## src/rtl/aes_pkg.sv

```systemverilog
// Constants and state encoding shared by the AES-128 forward and inverse round controllers.
package aes_pkg;

  localparam int AES_NR  = 10;
  localparam int AES_KIW = 4;

  typedef enum logic [2:0] {
    IDLE     = 3'd0,
    WAIT_KEY = 3'd1,
    INIT     = 3'd2,
    SUB      = 3'd3,
    LATCH    = 3'd4,
    DONE     = 3'd5
  } inv_state_e;

endpackage

```

## src/rtl/aes_inv_controller.sv

```systemverilog
// AES-128 inverse cipher sequencer: walks round keys NR..0 and drives the inverse
// datapath controls (input mux, InvSubBytes BRAM wait, InvMixColumns bypass, state write).
module aes_inv_controller
  import aes_pkg::*;
#(
  parameter int NR       = AES_NR,
  parameter int KIW      = AES_KIW,
  parameter int SBOX_LAT = 1
) (
  input  logic           clk,
  input  logic           rst,
  input  logic           start,
  input  logic           key_ready,
  output logic [KIW-1:0] key_idx,
  output logic           state_sel,
  output logic           sbox_en,
  output logic           inv_mix_en,
  output logic           state_we,
  output logic           busy,
  output logic           done
);

  inv_state_e     state_q, state_d;
  logic [KIW-1:0] r_q, r_d;
  logic [1:0]     wait_q, wait_d;

  logic [KIW-1:0] key_idx_q, key_idx_d;
  logic           state_sel_q, state_sel_d;
  logic           sbox_en_q, sbox_en_d;
  logic           inv_mix_en_q, inv_mix_en_d;
  logic           state_we_q, state_we_d;
  logic           busy_q, busy_d;
  logic           done_q, done_d;

  always_comb begin
    state_d = state_q;
    r_d     = r_q;
    wait_d  = wait_q;
    case (state_q)
      IDLE:     if (start) state_d = key_ready ? INIT : WAIT_KEY;
      WAIT_KEY: if (key_ready) state_d = INIT;
      INIT: begin
        state_d = SUB;
        r_d     = KIW'(NR - 1);
        wait_d  = '0;
      end
      SUB: begin
        if (wait_q == 2'(SBOX_LAT - 1)) state_d = LATCH;
        else                            wait_d  = wait_q + 2'd1;
      end
      LATCH: begin
        // r==0 is the final round; the counter is never decremented past it
        if (r_q == '0) begin
          state_d = DONE;
        end else begin
          state_d = SUB;
          r_d     = r_q - KIW'(1);
          wait_d  = '0;
        end
      end
      DONE:    state_d = IDLE;
      default: state_d = IDLE;
    endcase
  end

  // Outputs are decoded from the next state so the registered copies line up
  // with the state they describe.
  always_comb begin
    key_idx_d    = '0;
    state_sel_d  = 1'b0;
    sbox_en_d    = 1'b0;
    inv_mix_en_d = 1'b0;
    state_we_d   = 1'b0;
    done_d       = 1'b0;
    case (state_d)
      INIT: begin
        key_idx_d  = KIW'(NR);
        state_we_d = 1'b1;
      end
      SUB: begin
        key_idx_d   = r_d;
        sbox_en_d   = 1'b1;
        state_sel_d = 1'b1;
      end
      LATCH: begin
        key_idx_d    = r_d;
        state_sel_d  = 1'b1;
        state_we_d   = 1'b1;
        inv_mix_en_d = (r_d != '0);
      end
      DONE:    done_d = 1'b1;
      default: ;
    endcase
    busy_d = (state_d != IDLE);
  end

  always_ff @(posedge clk) begin
    if (rst) begin
      state_q      <= IDLE;
      r_q          <= '0;
      wait_q       <= '0;
      key_idx_q    <= '0;
      state_sel_q  <= 1'b0;
      sbox_en_q    <= 1'b0;
      inv_mix_en_q <= 1'b0;
      state_we_q   <= 1'b0;
      busy_q       <= 1'b0;
      done_q       <= 1'b0;
    end else begin
      state_q      <= state_d;
      r_q          <= r_d;
      wait_q       <= wait_d;
      key_idx_q    <= key_idx_d;
      state_sel_q  <= state_sel_d;
      sbox_en_q    <= sbox_en_d;
      inv_mix_en_q <= inv_mix_en_d;
      state_we_q   <= state_we_d;
      busy_q       <= busy_d;
      done_q       <= done_d;
    end
  end

  assign key_idx    = key_idx_q;
  assign state_sel  = state_sel_q;
  assign sbox_en    = sbox_en_q;
  assign inv_mix_en = inv_mix_en_q;
  assign state_we   = state_we_q;
  assign busy       = busy_q;
  assign done       = done_q;

endmodule

```

## config.mk

```make
export PLATFORM = sky130hd
export DESIGN_NAME = aes_inv_controller
export DESIGN_NICKNAME = d
export VERILOG_FILES = /design/src/rtl/aes_pkg.sv /design/src/rtl/aes_inv_controller.sv
export SDC_FILE = /design/constraint.sdc
export NUM_CORES = 1
export LEC_CHECK = 0
export BUFFER_PORTS_ARGS = -buffer_cell sky130_fd_sc_hd__buf_2
export CAP_MARGIN = 20
export CORE_MARGIN = 8
export CORE_UTILIZATION = 48
export DETAILED_ROUTE_END_ITERATION = 8
export GPL_TIMING_DRIVEN = 0
export PLACE_DENSITY_LB_ADDON = 0.05
export SLEW_MARGIN = 20
export SYNTH_ARGS = -nofsm -noshare
export SYNTH_HDL_FRONTEND = slang
export SYNTH_SLANG_ARGS = --single-unit
```

## constraint.sdc

```tcl
create_clock -name clk -period 1.57 [get_ports clk]
set_input_delay 0.157 -clock clk [delete_from_list [all_inputs] [get_ports clk]]
set_output_delay 0.157 -clock clk [all_outputs]
set_load 0.01 [all_outputs]
```

**Word level (Yosys, flattened, before mapping)**

Cells that the tools add are included.
W data, S select, Z words.

- Input bits: 4
- Bits in registers: 19
- Word-level logic and storage cells: 49
- Output and inout bits: 10

- Bitwise gates (word level): 1
- Add/subtract/negate cells: 2
- Muxes and demuxes: 16
- Reductions and logical operators: 10
- Equality and inequality tests: 10

Operators by type and width:

| cell | number |
|---|---|
| $pmux W4 S2 | 2 |
| $pmux W3 S5 | 1 |
| $eq A3 B2 Y1 const B | 4 |
| $mux W3 | 4 |
| $eq A3 B3 Y1 const B | 3 |
| $mux W2 | 3 |
| $pmux W2 S3 | 1 |
| $reduce_bool A3 Y1 | 2 |
| $reduce_or A2 Y1 | 3 |
| $logic_not A4 Y1 | 1 |
| $mux W1 | 4 |
| $mux W4 | 1 |
| $ne A2 B2 Y1 const B | 2 |
| $reduce_bool A4 Y1 | 1 |
| $sub A4 B1 Y4 const B | 1 |
| $eq A3 B1 Y1 const B | 1 |
| $logic_not A3 Y1 | 1 |
| $reduce_and A3 Y1 | 1 |
| $add A2 B1 Y2 const B | 1 |
| $logic_not A2 Y1 | 1 |
| $not A1 Y1 | 1 |

**Depth between registers and ports, before layout**

- Depth in word-level cells: 6
- Gate-level depth with buffers: 7

**Worst setup path before layout**

No wires, ideal clock.

- Kind: reg2reg
- Start: register r_q[0]
- End: register key_idx_q[1] (netlist: key_idx[1])
- Period minus slack after synthesis: 1.703 ns
- Setup time: 0.132 ns
- Cell stages (with the launch flop): 8
- Required time: 1.438 ns
- Setup slack: -0.133 ns
- Buffers on the path: 0
- Arrival: 1.571 ns
- Cell sequence: dfxtp_1 inv_1 ha_1 or3b_1 a32o_2 o21ba_4 o22ai_1 a21oi_1

- Longest elaborated chain between the ends: 6
- Elaborated cells between the ends (all ways): 11
- Classes of those cells: 1 x add/sub; 3 x eq/ne; 5 x mux; 2 x reduce/logical

RTL lines:

| what | RTL line | text |
|---|---|---|
| from (decl) | aes_inv_controller.sv:24 | `logic [KIW-1:0] r_q, r_d;` |
| from (signal assigned) | aes_inv_controller.sv:111 | `r_q <= r_d;` |
| $logic_not A4 Y1 | aes_inv_controller.sv:53 | `if (r_q == '0) begin` |
| $mux W3 | aes_inv_controller.sv:53 |  |
| $pmux W3 S5 | aes_inv_controller.sv:39 | `case (state_q)` |
| $eq A3 B3 Y1 / $eq A3 B2 Y1 (equally long branches) | aes_inv_controller.sv:75 | `case (state_d)` |
| $reduce_or A2 Y1 (no line) | -- |  |
| $pmux W4 S2 * | aes_inv_controller.sv:75 |  |
| to (signal assigned) | aes_inv_controller.sv:113 | `key_idx_q <= key_idx_d;` |
| to (decl) | aes_inv_controller.sv:27 | `logic [KIW-1:0] key_idx_q, key_idx_d;` |

Mark *: on every way between the ends. The rest lies on a longest branch, timed or not.
A chain may end at the register's enable or synchronous reset.

**Worst setup path in the final report**

- Start: register r_q[1]
- End: register key_idx_q[1] (netlist: key_idx[1])

Same word-level chain as after synthesis.

==> impl_metrics.yaml <==
synthesis:
  syn-instance-count: 96
  synth_top_area_frac: 0.431
  synth-seq-cells: 19
  syn_avg_cell_area_sq_um: 9.20
  synth.area.top_cells: "dfxtp_1 (43%), nor2_1 (5.1%), a21oi_1 (4.0%), nor3_1 (4.0%), ha_1 (2.8%)"
  async_flop_share: 0
  synthSimpleGateAreaFrac: 0.265
  yosys_warnings: 0
  yosysUniqueCellTypes: 38
  yosysTopAreaCell: "dfxtp_1"
  synth-xor-area-share: 0
  synth_fa_ha_area_frac: 0.0283
  syn_nets: 102
  synth_compound_area_frac: 0.215
  yosysSeqAreaShare: 0.431
  synth_edf_count: 0
  netlist_area_sq_um: 883
  synth_top_family_by_area: "simple AND/OR/NAND/NOR gates"
  muxShareOfSynthArea: 0
  ys.flop_type: "dfxtp_1"
floorplan:
  die_w_um: 58.9
  dieArea_sq_um: 3470
  start_util: 0.512
  dieHeight_um: 58.9
  rows: 15
  core_area_sq_um: 1730
  io-pin-count: 14
grt:
  grt_start_max_net_pins: 12
  grt_pass1_vias: 743
  grt-ovfl-total: 0
  grt.total_usage: 0.118
  antenna_found_initial: 0
  grt_pass1_wl_um: 3270
placed_design:
  port_buffers: 12
  dpl.hpwl_um: 1430
  dp_slack_ns: -0.211
  place_congestion: 0.795
  placed_cell_area_sq_um: 990
detailed_routing:
  ant_nets: 0
  drtIter0Drc: 20
  via_per_inst: 5.50
  vias: 786
  first_pass_iters: 4
  wire_per_inst_um: 14.3
  drc: 0
  wirelength_um: 2040
clock_tree:
  clockBufferDepth: 2
  clk_pin_slew_ns: 0.10
  cts_buffers: 3
  clock_sinks: 19
  holdBufCountCts: 0
  cts_tree: "done"
  clk_latency_ns: 0.29
  h-tree-depth: 1
  cts_root_buf: "clkbuf_4"
power:
  p_comb_frac: 0.277
  p_switching_w: 0.000327
  cellPowerDensity_nw_per_um2: 967
  ir_drop_v: 0.000609
  p_int_w: 0.000748
  p_sw_frac: 0.304
  p_seq_frac: 0.500
  p_leak_nw: 0.450
  pwr-share-clk: 0.223
  totalPowerFinal_w: 0.00107
job:
  cap_violations: 0
cells_and_area:
  syn2layout_area_growth_pct: 25.8
  fillers: 170
  nets: 125
  ff_latch_area_sq_um: 383
  multi_input_area_sq_um: 510
  design_area_sq_um: 1110
  antenna_cells: 0
  drive_gt1_frac: 0.407
sta:
  hold_viol_final: 0
  period_share: 1.13
  rsz0062_at_grt: "true"
  max_slew_margin: 0.687
  setup_ws_ns: -0.201
  fmax_mhz: 565
  setup-violations-final: 12
  maxSlewViolCount: 0
  clock_skew_ns: 0.00282
  tightest_slew_ns: 0.468
  period_minus_slack_ns: 1.77
setup_path:
  endpoint_kind: "register"
  cp.arrival_ns: 1.95
  critical_path.top_delay_family: "compound AO/OA/AOI/OAI gates"
  max_stage_delay_ns: 0.38
  critPathLaunch: "r_q[1]"
  required_ns: 1.75
  path_cells: "inv_2 > ha_4 > or3b_4 > a32o_2 > o21ba_4 > o22ai_2 > a21oi_1"
  path_buf_inv: 1
  regToRegStartpoint: "r_q[1]"
  slowest_stage: "or3b_4"
  start_kind: "register"
  path_class: "reg2reg"
  critPathMaxFanout: 6
outcome:
  status: "finished with violations"
  failed_checks: "setup timing"
worst_hold_path:
  hold_class: "in2reg"
  hp-start: "rst"
[path summary, 6_finish.rpt]
kind	endpoint	slack, ns	depth (start not counted)
setup / recovery	key_idx[1]	-0.20	7
hold / removal	key_idx[3]	0.26	2
setup reg to reg	key_idx[1]	-0.20	7
hold reg to reg	wait_q[1]	0.50	2
[power groups by stage]
| stage | logic, W | registers, W | clock network, W |
|---|---|---|---|
| after floorplan | 0.000171 | 0.000557 | 0 |
| after global placement | 0.000240 | 0.000547 | 0 |
| after detailed placement | 0.000242 | 0.000548 | 0 |
| after CTS | 0.000267 | 0.000536 | 0.000247 |
| after global routing | 0.000321 | 0.000542 | 0.000272 |
| final | 0.000298 | 0.000537 | 0.000240 |
[Yosys cell counts (2+ instances only)]
cell      n
a21oi_1   7
dfxtp_1  19
ha_1      2
inv_1     6
nand3_1   2
nand4_1   4
nor2_1   12
nor2b_1   4
nor3_1    7
nor3b_2   2
o21ai_0   3
or3b_1    2
[cells by family after synthesis]
logic type                 after synthesis
and+or+nand+nor                         40
AOI/OAI and AO/OA                       24
DFF                                     19
buffers and inverters                   11
adders and majority gates                2
[final cells by class]
class,instances,area share
plain buffers,5,0.0282
multi-input cells,66,0.459
well taps,25,0.0282
clock inverters,1,0.00450
flip-flops and latches,19,0.345
repair buffers,18,0.0946
clock buffers,3,0.0203
inverters,6,0.0203
[through the flow]
| step | utilization | hold slack, ns | TNS (ns) | instances |
|---|---|---|---|---|
| after floorplan | - | 0.450 | -0.431 | 96 |
| final | 0.643 | 0.256 | -1.60 | 143 |
| after global placement | 0.573 | 0.459 | -1.38 | 133 |
| after CTS | 0.617 | 0.255 | -1.37 | 141 |
| after detailed placement | 0.573 | 0.476 | -1.52 | 133 |
| after global routing | 0.643 | 0.266 | -2.53 | 143 |
[sequential cells by signal, summed over array words and instances (netlist names)]
register	cells
wait_q	2
sbox_en	1
busy	1
r_q	4
inv_mix_en	1
key_idx	4
state_we	1
state_sel	1
state_q	3
done	1
[metal layers]
layer / track usage / part of all wire / vias up
met2: 0.207 / 0.52 / 22
met1: 0.134 / 0.42 / 373
met5: 0 / 0 / -
met4: 0.0307 / 0.0074 / 0
li1: - / - / 389
met3: 0.0370 / 0.055 / 2
[repair_timing]
item / 4_1_cts / 5_1_grt
gates resized for setup: 5 / 7
pin swaps: 4 / 4
setup endpoints to repair: 11 / 15
setup buffers: 4 / 2
endpoints found under the hold margin: 0 / 0
[placed cells by master, fill, tap and decap left out, types with 2 or more instances in the layout]
master | Yosys | layout
a21oi_1 | 7 | 6
buf_2 | 1 | 13
buf_4 | 1 | 7
clkbuf_4 | 0 | 3
dfxtp_1 | 19 | 17
dfxtp_2 | 0 | 2
inv_1 | 6 | 4
inv_2 | 0 | 2
nand3_1 | 2 | 2
nand4_1 | 4 | 4
nor2_1 | 12 | 11
nor2b_1 | 4 | 4
nor3_1 | 7 | 7
nor3b_2 | 2 | 2
o21ai_1 | 1 | 2
o31ai_2 | 1 | 2
(Power assumes the default switching activity.)
